--- config.mk ---
export PLATFORM = sky130hd
export DESIGN_NAME = pc_stk
export DESIGN_NICKNAME = d
export VERILOG_FILES = /design/src/rtl/pc_stk.sv
export SDC_FILE = /design/constraint.sdc
export NUM_CORES = 1
export LEC_CHECK = 0
export BUFFER_PORTS_ARGS = -buffer_cell sky130_fd_sc_hd__clkbuf_2
export CAP_MARGIN = 20
export CORE_MARGIN = 2
export CORE_UTILIZATION = 40
export DETAILED_ROUTE_END_ITERATION = 6
export PLACE_DENSITY_LB_ADDON = 0.3
export SLEW_MARGIN = 40
export SYNTH_ARGS = -nofsm -noshare
export SYNTH_HDL_FRONTEND = slang
export SYNTH_SLANG_ARGS = --single-unit
--- constraint.sdc ---
create_clock -name clk -period 4.4 [get_ports clk]
set_clock_uncertainty 0.05 [all_clocks]
set_input_delay 0.88 -clock clk [delete_from_list [all_inputs] [get_ports clk]]
set_output_delay 0.88 -clock clk [all_outputs]
set_load 0.01 [all_outputs]
--- src/rtl/pc_stk.sv ---
// Fetch-stage program counter with a hardware return stack, stall and one vectored interrupt.
// Define PC_IRQ_EN to build the interrupt logic; without it irq is ignored.
module pc_stk #(
    parameter int               NBITS  = 8,
    parameter int               SDEPTH = 8,
    parameter logic [NBITS-1:0] IVEC   = NBITS'(1)
) (
    input  logic                      clk,
    input  logic                      rst,
    input  logic                      en,
    input  logic                      load,
    input  logic                      call,
    input  logic                      ret,
    input  logic [NBITS-1:0]          data,
    input  logic                      irq,
    output logic                      irq_ack,
    output logic                      in_isr,
    output logic [NBITS-1:0]          nxt,
    output logic [NBITS-1:0]          addr,
    output logic [$clog2(SDEPTH):0]   sp,
    output logic                      err
);

    localparam int              AW      = $clog2(SDEPTH);
    localparam int              SPW     = AW + 1;
    localparam logic [SPW-1:0]  SP_FULL = SPW'(SDEPTH);

    logic [NBITS-1:0] addr_q, addr_d;
    logic [SPW-1:0]   sp_q, sp_d;
    logic             err_q, err_d;
    logic [NBITS-1:0] stack_mem [SDEPTH];

    logic             irq_take;
    logic             ret_sel;
    logic             push;
    logic [NBITS-1:0] push_val;
    logic             stack_empty;
    logic             stack_full;
    logic [AW-1:0]    top_idx;
    logic [AW-1:0]    wr_idx;

    assign stack_empty = (sp_q == '0);
    assign stack_full  = (sp_q == SP_FULL);
    assign top_idx     = AW'(sp_q - 1'b1);
    assign wr_idx      = sp_q[AW-1:0];

`ifdef PC_IRQ_EN
    logic           in_isr_q, in_isr_d;
    logic           irq_ack_q, irq_ack_d;
    logic [SPW-1:0] isr_sp_q, isr_sp_d;

    assign irq_take = irq & en & ~in_isr_q;
`else
    logic unused_irq;

    assign irq_take   = 1'b0;
    assign unused_irq = ^{irq, IVEC};
`endif

    // A call returns past itself (addr + 1); an interrupt returns to the
    // unchanged addr so the instruction it displaced is fetched again.
    always_comb begin
        nxt      = addr_q;
        ret_sel  = 1'b0;
        push     = 1'b0;
        push_val = addr_q;
        if (irq_take) begin
            nxt      = IVEC;
            push     = 1'b1;
            push_val = addr_q;
        end else if (ret) begin
            ret_sel = 1'b1;
            nxt     = stack_empty ? addr_q : stack_mem[top_idx];
        end else if (call) begin
            nxt      = data;
            push     = en;
            push_val = addr_q + 1'b1;
        end else if (load) begin
            nxt = data;
        end
    end

    always_comb begin
        addr_d = addr_q;
        sp_d   = sp_q;
        err_d  = err_q;
        if (en) begin
            addr_d = nxt + 1'b1;
            if (push) begin
                if (stack_full) err_d = 1'b1;
                else            sp_d  = sp_q + 1'b1;
            end else if (ret_sel) begin
                if (stack_empty) err_d = 1'b1;
                else             sp_d  = sp_q - 1'b1;
            end
        end
    end

    always_ff @(posedge clk or negedge rst) begin
        if (!rst) begin
            addr_q <= '0;
            sp_q   <= '0;
            err_q  <= 1'b0;
        end else begin
            addr_q <= addr_d;
            sp_q   <= sp_d;
            err_q  <= err_d;
        end
    end

    // Stack storage carries no reset; entries above sp are never read.
    always_ff @(posedge clk) begin
        if (push && !stack_full) stack_mem[wr_idx] <= push_val;
    end

`ifdef PC_IRQ_EN
    // The ISR ends when the stack unwinds back to its depth at entry.
    always_comb begin
        in_isr_d  = in_isr_q;
        isr_sp_d  = isr_sp_q;
        irq_ack_d = irq_take;
        if (irq_take) begin
            in_isr_d = 1'b1;
            isr_sp_d = sp_q;
        end else if (en && ret_sel && in_isr_q && (sp_d == isr_sp_q)) begin
            in_isr_d = 1'b0;
        end
    end

    always_ff @(posedge clk or negedge rst) begin
        if (!rst) begin
            in_isr_q  <= 1'b0;
            irq_ack_q <= 1'b0;
            isr_sp_q  <= '0;
        end else begin
            in_isr_q  <= in_isr_d;
            irq_ack_q <= irq_ack_d;
            isr_sp_q  <= isr_sp_d;
        end
    end

    assign in_isr  = in_isr_q;
    assign irq_ack = irq_ack_q;
`else
    assign in_isr  = 1'b0;
    assign irq_ack = 1'b0;
`endif

    assign addr = addr_q;
    assign sp   = sp_q;
    assign err  = err_q;

endmodule

==> results of run 1 <==
-- how the worst max path moves through the flow --
stage	cells past startpoint	slack, ns	start	end
CTS	6	0.67	sp[1]	nxt[1]
global route	6	0.43	sp[1]	nxt[1]
detailed placement	7	1.05	ret	nxt[6]
global placement	7	1.06	ret	nxt[6]
finish	6	0.74	sp[1]	nxt[1]
floorplan	13	0.94	sp[0]	addr[6]
-- placed cells by master, fill, tap and decap left out, types with 2 or more instances in the layout --
master,instances
edfxtp_1,64
clkbuf_2,34
mux2i_1,22
nand2_1,18
nor2_1,14
dfrtp_1,13
mux4_2,12
nand3_1,11
xnor2_1,9
clkbuf_8,9
a21oi_1,8
inv_1,7
buf_4,7
nor3_1,6
nor2_2,5
xor2_1,5
nor2b_1,4
o21ai_0,4
ha_1,4
nand4_1,3
a2111oi_0,3
or4_1,3
a221oi_2,2
mux2_2,2
o211ai_1,2
conb_1,2
inv_6,2
clkinvlp_4,2
-- kinds of logic (layout without fill, tap and decap cells) --
| logic type | Yosys count | in the layout |
|---|---|---|
| compound gates | 29 | 29 |
| xor+xnor | 16 | 16 |
| fa+ha+maj | 4 | 4 |
| buf+inv | 21 | 64 |
| flops | 77 | 77 |
| mux | 36 | 36 |
| other cells | 1 | 2 |
| simple gates | 71 | 71 |
-- power by group through the flow --
stage | clock [mW] | combinational [mW] | sequential, mW
global placement | 0 | 1.32 | 1.12
detailed placement | 0 | 1.33 | 1.13
global route | 0.550 | 1.45 | 1.13
CTS | 0.520 | 1.34 | 1.11
finish | 0.503 | 1.33 | 1.11
floorplan | 0 | 1.01 | 1.10
-- state kept, by name, indices dropped and copies added (netlist names) --
| register | count |
|---|---|
| addr | 8 |
| sp | 4 |
| stack_mem | 64 |
| err | 1 |
-- through the flow --
step / hold slack, ns / power (mW)
after floorplan: 0.462 / 2.11
after global placement: 0.409 / 2.44
after detailed placement: 0.415 / 2.46
after CTS: 0.371 / 2.97
after global routing: 0.381 / 3.13
final: 0.372 / 2.94
-- cell type report --
class                   instances  area (sq um)  area share, %
flip-flops and latches         77          2250           53.7
repair buffers                 41           223           5.32
clock buffers                   9           124           2.96
inverters                       7          26.3          0.628
multi-input cells             158          1360           32.4
clock inverters                 7          68.8           1.64
well taps                     111           139           3.32
-- worst reg2reg max path, cell delays in order (launching register included) --
cell      delay (ns)
dfrtp_1         0.44
inv_1           0.13
ha_1            0.53
xor2_4          0.37
mux2i_1         0.16
a221oi_1        0.53
ha_1            0.31
nand2_1         0.09
or4_1           0.49
nand3_1         0.09
-- layer usage --
layer	share of wire, %	up-vias
li1	-	1052
met1	49	1089
met2	47	42
met3	3.1	7
met4	1.1	0
met5	0	-
==> flow_metrics.tcl, run 1 <==
set metrics [dict create \
    status "finished clean" \
    cts_tree "built" \
    grt_antenna_before_repair 0 \
    yosys_warnings 0 \
    drtIter0Drc 100 \
    syn-cell-area_sq_um 3700 \
    nFillCells 819 \
    grt.overflow.total 0 \
    endpoint_kind "primary output" \
    yosysMostFrequentCell "edfxtp_1" \
    criticalPathCategory "reg2out" \
    synth_top_area_share_pct 51.9 \
    slew_headroom_pct 53.6 \
    synth_top_family_by_area "multiplexers" \
    startpoint_type "register" \
    setup_viol_count_final 0 \
    wl_per_cell_um 18.2 \
    ff2ff_path_depth 9 \
    vias 2190 \
    worst_slack_ns 0.740 \
    stdcell_area_sq_um 4190 \
    syn_area_per_cell_sq_um 14.5 \
    area.growth.synth_to_final_pct 13.0 \
    crit_arrival_ns 2.73 \
    cts.clk_slew.worst_paths_ns 0.09 \
    ctsResizeCount 0 \
    layout.cells.non_filler 410 \
    netlist_top_cells_area "edfxtp_1, dfrtp_1, mux4_2, mux2i_1, xnor2_1" \
    synth-edff-count 64 \
    power.internal_mw 1.76 \
    r2r-start "sp[1]" \
    worstPathCellList "inv_1 > ha_1 > xor2_4 > mux2i_1 > a221oi_1 > clkbuf_2" \
    drc_errors 0 \
    rrSetupSlack_ns 1.14 \
    die_w_um 100 \
    syn_inst 255 \
    initial_core_util_pct 40.7 \
    use_met3_pct 3.62 \
    synth_xor_area_share_pct 4.49 \
    htree_levels 3 \
    cp.required_ns 3.47 \
    grt.busiest_layer "met2" \
    report.final.hold_viol_count 0 \
    synth_compound_area_share_pct 6.82 \
    synthSimpleGateAreaFrac_pct 9.73 \
    ys_ff_latch 77 \
    synth_common_cells "edfxtp_1, mux2i_1, nand2_1" \
    power_switching_mw 1.18 \
    grt_pass1_wl_um 11700 \
    numPortBuffers 34 \
    tns_ns 0 \
    root_buffer "clkbuf_8" \
    rows 35 \
    clockBufferDepth 2 \
    placed_cell_area_sq_um 3990 \
    slew_viol_final 0 \
    max_cap_violations 0 \
    utilization_pct 45.9 \
    ys_types 46 \
    synth_adder_area_share_pct 1.35 \
    numCtsBuffers 9 \
    grt_max_degree 26 \
    place_ws_ns 1.05 \
    die-area_sq_um 10000 \
    gp_congestion 0.809 \
    critPathBufInv 2 \
    post_cts_buffers 0 \
    vias_per_cell 5.34 \
    cts_sinks 77 \
    fmaxAchievable_ghz 0.273 \
    io_pins 38 \
    combPwrFrac_pct 45.2 \
    die_h_um 100 \
    fin_nets 313 \
    critPathTopFamily "adder cells" \
    first_pass_iters 4 \
    first_global_vias 2109 \
    met2_usage_pct 24.2 \
    synth.area.mux_share_pct 13.9 \
    route.antenna.remaining_nets 0 \
    tightest_slew_ns 0.691 \
    slowest_delay_ns 0.53 \
    async_reset_ff_share_pct 16.9 \
    hp-class "in2async" \
    synth_top_cell_by_area "edfxtp_1" \
    clkPwrFrac_pct 17.1 \
    ys.flop_type "edfxtp_1" \
    antennaDiodeCount 0 \
    r2r-end "addr[6]" \
    rsz0062_at_grt "no" \
    track_usage_pct 15.7 \
    holdBufCountCts 0 \
    drt-total-wl_um 7480 \
    leakagePower_nw 1.50 \
    fin_crit_ns 3.66 \
    seqPwrFrac_pct 37.7 \
    power_density_nw_per_um2 703 \
    seq_area_frac_synth_pct 60.7 \
    period_share_pct 83.2 \
    sw_frac_of_total_pct 40.1 \
    crit_fanout 11 \
    grtUsageMet1_pct 22.2 \
    worst_path_max_delay_cell "ha_1" \
    clk_latency_ns 0.34 \
    ir_drop_v 0.000191 \
    dp.cells 394 \
    dp.final_hpwl_um 5160 \
    coreArea_sq_um 9110 \
    drive_above_1_share_pct 29.4 \
]
(Power assumes the default switching activity.)
==> run 2: changes to the inputs <==
Clock period 4.4 ns to 3.6 ns, I/O delays scaled along.
==> flow_metrics.tcl, run 2 (synthesis results as in run 1) <==
set metrics [dict create \
    post_cts_buffers 0 \
    die_h_um 100 \
    grt_pass1_wl_um 12100 \
    cts_tree "built" \
    numPortBuffers 34 \
    criticalPathCategory "reg2out" \
    coreArea_sq_um 9110 \
    dp.final_hpwl_um 5150 \
    place_ws_ns 0.369 \
    clk_latency_ns 0.36 \
    cts.clk_slew.worst_paths_ns 0.10 \
    antennaDiodeCount 0 \
    die-area_sq_um 10000 \
    rows 35 \
    first_global_vias 2196 \
    dp.cells 399 \
    drt-total-wl_um 7640 \
    nFillCells 814 \
    crit_fanout 19 \
    die_w_um 100 \
    grtUsageMet1_pct 22.2 \
    slew_headroom_pct 56.6 \
    first_pass_iters 4 \
    status "finished clean" \
    cp.required_ns 2.83 \
    sw_frac_of_total_pct 39.4 \
    mostFrequentLayoutCells "edfxtp_1, clkbuf_2, mux2i_1" \
    initial_core_util_pct 40.7 \
    grt.overflow.total 0 \
    worst_slack_ns 0.182 \
    track_usage_pct 16.3 \
    htree_levels 3 \
    crit_arrival_ns 2.65 \
    hp-class "in2async" \
    drive_above_1_share_pct 30.3 \
    regMostFlops "stack_mem" \
    power_density_nw_per_um2 872 \
    critPathBufInv 3 \
    tightest_slew_ns 0.646 \
    cts_sinks 77 \
    slowest_delay_ns 0.46 \
    seqPwrFrac_pct 36.3 \
    startpoint_type "register" \
    layout.cells.non_filler 415 \
    power_switching_mw 1.46 \
    combPwrFrac_pct 44.8 \
    clockBufferDepth 2 \
    layout_commonest_cell "edfxtp_1" \
    route.antenna.remaining_nets 0 \
    grt_max_degree 26 \
    power.internal_mw 2.26 \
    fmaxAchievable_ghz 0.293 \
    area.growth.synth_to_final_pct 15.1 \
    vias_per_cell 5.40 \
    endpoint_kind "primary output" \
    vias 2239 \
    report.final.hold_viol_count 0 \
    numCtsBuffers 9 \
    drtIter0Drc 139 \
    grt_antenna_before_repair 0 \
    ir_drop_v 0.000275 \
    slew_viol_final 0 \
    io_pins 38 \
    setup_viol_count_final 0 \
    drc_errors 0 \
    rsz0062_at_grt "no" \
    largest_reg_flops 64 \
    fin_crit_ns 3.42 \
    worstPathCellList "inv_1 > ha_2 > buf_6 > mux2i_1 > a311oi_1 > and4_1 > or2_2 > clkbuf_2" \
    clkPwrFrac_pct 19.0 \
    root_buffer "clkbuf_8" \
    use_met3_pct 4.11 \
    hold_ws_ns 0.199 \
    grt.busiest_layer "met2" \
    critPathTopFamily "simple AND/OR/NAND/NOR gates" \
    max_cap_violations 0 \
    met2_usage_pct 25.8 \
    wl_per_cell_um 18.4 \
    tns_ns 0 \
    leakagePower_nw 1.54 \
    fin_nets 318 \
    gp_congestion 0.843 \
    worst_path_max_delay_cell "dfrtp_1" \
    period_share_pct 94.9 \
]
==> run 2: power groups by stage <==
stage / Clock [mW] / Sequential, mW / Combinational (mW)
floorplan: 0 / 1.35 / 1.23
global placement: 0 / 1.37 / 1.62
detailed placement: 0 / 1.37 / 1.63
CTS: 0.722 / 1.35 / 1.64
global route: 0.753 / 1.37 / 1.83
finish: 0.706 / 1.35 / 1.66
==> run 2: metal layers <==
layer	vias up	share of wire [%]
li1	1059	-
met1	1084	45
met2	87	47
met3	9	6.9
met4	0	1.3
met5	-	0
==> run 2: per-stage QoR <==
| step | area (sq um) | utilization (%) | power (mW) |
|---|---|---|---|
| after CTS | 4240 | 46.5 | 3.71 |
| after detailed placement | 4020 | 44.2 | 3.00 |
| final | 4260 | 46.8 | 3.72 |
| after global placement | 4020 | 44.2 | 2.99 |
| after global routing | 4260 | 46.8 | 3.96 |
| after floorplan | 3710 | - | 2.58 |
==> run 2: path summary, 6_finish.rpt <==
check	from	endpoint	cells after the start	slack [ns]
min in group clk	err	err	1	0.43
setup / recovery	sp[1]	nxt[5]	8	0.18
max in group asynchronous	rst	addr[4]	1	3.03
hold reg to reg	err	err	1	0.43
setup reg to reg	sp[1]	addr[6]	10	0.50
hold / removal	rst	sp[1]	1	0.20
==> run 2: final cells by class <==
| type | instances | area [sq um] | area share (%) |
|---|---|---|---|
| Tap cell | 111 | 139 | 3.26 |
| Clock inverter | 7 | 92.6 | 2.17 |
| Inverter | 7 | 26.3 | 0.616 |
| Sequential cell | 77 | 2250 | 52.7 |
| Clock buffer | 9 | 124 | 2.91 |
| Timing Repair Buffer | 46 | 264 | 6.19 |
| Multi-Input combinational cell | 158 | 1370 | 32.1 |
==> run 2: repair_timing <==
| item | 4_1_cts | 5_1_grt |
|---|---|---|
| hold buffers | 0 | 0 |
| resized for setup | 0 | 4 |
| endpoints found under the setup margin | 0 | 7 |
==> run 3: changes to the inputs <==
Settings changed: ABC_AREA set to 1.
==> flow_metrics.tcl, run 3 <==
set metrics [dict create \
    crit_arrival_ns 2.64 \
    grtUsageMet1_pct 24.5 \
    htree_levels 3 \
    mostFrequentLayoutCells "nand2_1, edfxtp_1, nand3_1" \
    criticalPathCategory "reg2out" \
    drive_above_1_share_pct 22.9 \
    status "finished clean" \
    worst-path-stages 10 \
    first_global_vias 2588 \
    route.antenna.remaining_nets 0 \
    drt-total-wl_um 8670 \
    clk_latency_ns 0.34 \
    grt_pass1_wl_um 13700 \
    hp-class "in2async" \
    syn-cell-area_sq_um 3920 \
    synth_xor_area_share_pct 2.46 \
    nFillCells 935 \
    antennaDiodeCount 0 \
    drtIter0Drc 162 \
    critPathTopFamily "buffers and inverters" \
    leakagePower_nw 1.79 \
    worst_path_max_delay_cell "ha_1" \
    fmaxAchievable_ghz 0.294 \
    clockBufferDepth 2 \
    cts.clk_slew.worst_paths_ns 0.08 \
    path_common_cell "nand2_1" \
    syn_area_per_cell_sq_um 10.1 \
    critPathLaunch "sp[1]" \
    ir_drop_v 0.000600 \
    fin_nets 446 \
    grt.overflow.total 0 \
    yosys_warnings 0 \
    holdBufCountCts 0 \
    ys.flop_type "edfxtp_1" \
    yosysMostFrequentCell "nand2_1" \
    cp.required_ns 2.83 \
    seq_area_frac_synth_pct 57.3 \
    max_cap_violations 0 \
    slowest_delay_ns 0.49 \
    power_density_nw_per_um2 856 \
    grt_max_degree 40 \
    die_w_um 103 \
    layout_commonest_cell "nand2_1" \
    io_pins 38 \
    synth_adder_area_share_pct 1.28 \
    synth_top_area_share_pct 49.0 \
    numPortBuffers 34 \
    root_buffer "clkbuf_8" \
    gp_congestion 0.846 \
    place_ws_ns 0.556 \
    vias_per_cell 4.94 \
    ys_types 34 \
    rrSetupSlack_ns 0.71 \
    numCtsBuffers 9 \
    slew_viol_final 0 \
    vias 2793 \
    synth_top_cell_by_area "edfxtp_1" \
    cts_sinks 77 \
    area.growth.synth_to_final_pct 12.0 \
    coreArea_sq_um 9640 \
    post_cts_buffers 0 \
    critPathBufInv 3 \
    grt.busiest_layer "met2" \
    stdcell_area_sq_um 4390 \
    ys_ff_latch 77 \
    placed_cell_area_sq_um 4190 \
    worst_slack_ns 0.195 \
    synth_top_family_by_area "simple AND/OR/NAND/NOR gates" \
    hold_ws_ns 0.212 \
    dp.final_hpwl_um 5870 \
    drc_errors 0 \
    grt_antenna_before_repair 0 \
    rows 36 \
    tightest_slew_ns 0.608 \
    die_h_um 103 \
    synth-edff-count 64 \
    total_power_mw 3.76 \
    period_share_pct 94.6 \
    worstPathCellList "clkinv_1 > ha_1 > inv_2 > o21ai_0 > o22ai_1 > nand2_1 > nand3_1 > nand2_1 > nand2_1 > clkbuf_2" \
    synthSimpleGateAreaFrac_pct 25.4 \
    report.final.hold_viol_count 0 \
    r2r-start "sp[1]" \
    regMostFlops "stack_mem" \
    largest_reg_flops 64 \
    slew_headroom_pct 59.3 \
    use_met3_pct 4.47 \
    ff2ff_path_depth 14 \
    worstSetupEndpoint "nxt[7]" \
    cts_tree "built" \
    first_pass_iters 4 \
    track_usage_pct 17.7 \
    netlist_top_cells_area "edfxtp_1, nand2_1, dfrtp_1, nand3_1, inv_1" \
    tns_ns 0 \
    r2r-end "addr[6]" \
    setup_viol_count_final 0 \
    ctsResizeCount 0 \
    wl_per_cell_um 15.3 \
    met2_usage_pct 26.9 \
    synth_common_cells "nand2_1, edfxtp_1, nand3_1" \
    rsz0062_at_grt "no" \
    crit_fanout 17 \
    syn_inst 389 \
    synth_compound_area_share_pct 5.43 \
    endpoint_kind "primary output" \
    initial_core_util_pct 40.7 \
    synth.area.mux_share_pct 0 \
    fin_crit_ns 3.41 \
    async_reset_ff_share_pct 16.9 \
    startpoint_type "register" \
    die-area_sq_um 10600 \
]
## run 3: cell count changes in the layout (fill, tap and decap cells not counted), sizes merged, moves of 4 or more
cell	change
a21oi	-6
a221oi	-4
clkinv	+4
inv	+27
mux2i	-22
mux4	-12
nand2	+90
nand3	+51
nor2	+6
nor2b	-4
o21ai	+20
xnor2	-8
## run 3: worst min path at each step
stage / cells after the start / from / slack [ns] / end
final: 1 / rst / 0.21 / addr[4]
after global routing: 1 / rst / 0.21 / addr[4]
after CTS: 1 / rst / 0.21 / addr[4]
after detailed placement: 1 / err / 0.42 / err
after global placement: 1 / err / 0.40 / err
after floorplan: 0 / rst / 0.37 / addr[0]
## run 3: layer usage
layer,up-vias,share of wire (%)
met5,-,0
met4,0,1.5
met3,8,5.5
met2,69,49
met1,1330,44
li1,1386,-
## run 3: area by class of cell
class	instances	area, sq um	share of cell area (%)
Tap cell	133	166	3.79
Timing Repair Buffer	44	245	5.59
Inverter	36	150	3.42
Clock buffer	9	124	2.82
Multi-Input combinational cell	259	1380	31.3
Clock inverter	7	81.3	1.85
Sequential cell	77	2250	51.2
## run 3: metrics by stage
| step | cells | utilization, % |
|---|---|---|
| after floorplan | 390 | - |
| after global placement | 549 | 43.4 |
| after detailed placement | 549 | 43.4 |
| after CTS | 565 | 45.5 |
| after global routing | 565 | 45.5 |
| final | 565 | 45.5 |
## run 3: kinds of logic (layout without fill, tap and decap cells)
kind of cell             count (synthesis)  count (layout)
XOR/XNOR                                11              11
flip-flops                              77              77
AO/OA/AOI/OAI                           37              37
buffers and inverters                   54              96
adder cells (fa/ha/maj)                  4               4
AND/OR/NAND/NOR                        205             205
other                                    1               2
## run 3: report_power, final
part           switching [mW]  internal, mW  leakage (nW)
registers               0.120          1.18         0.736
clock network           0.334         0.331         0.106
logic                    1.24         0.560         0.948
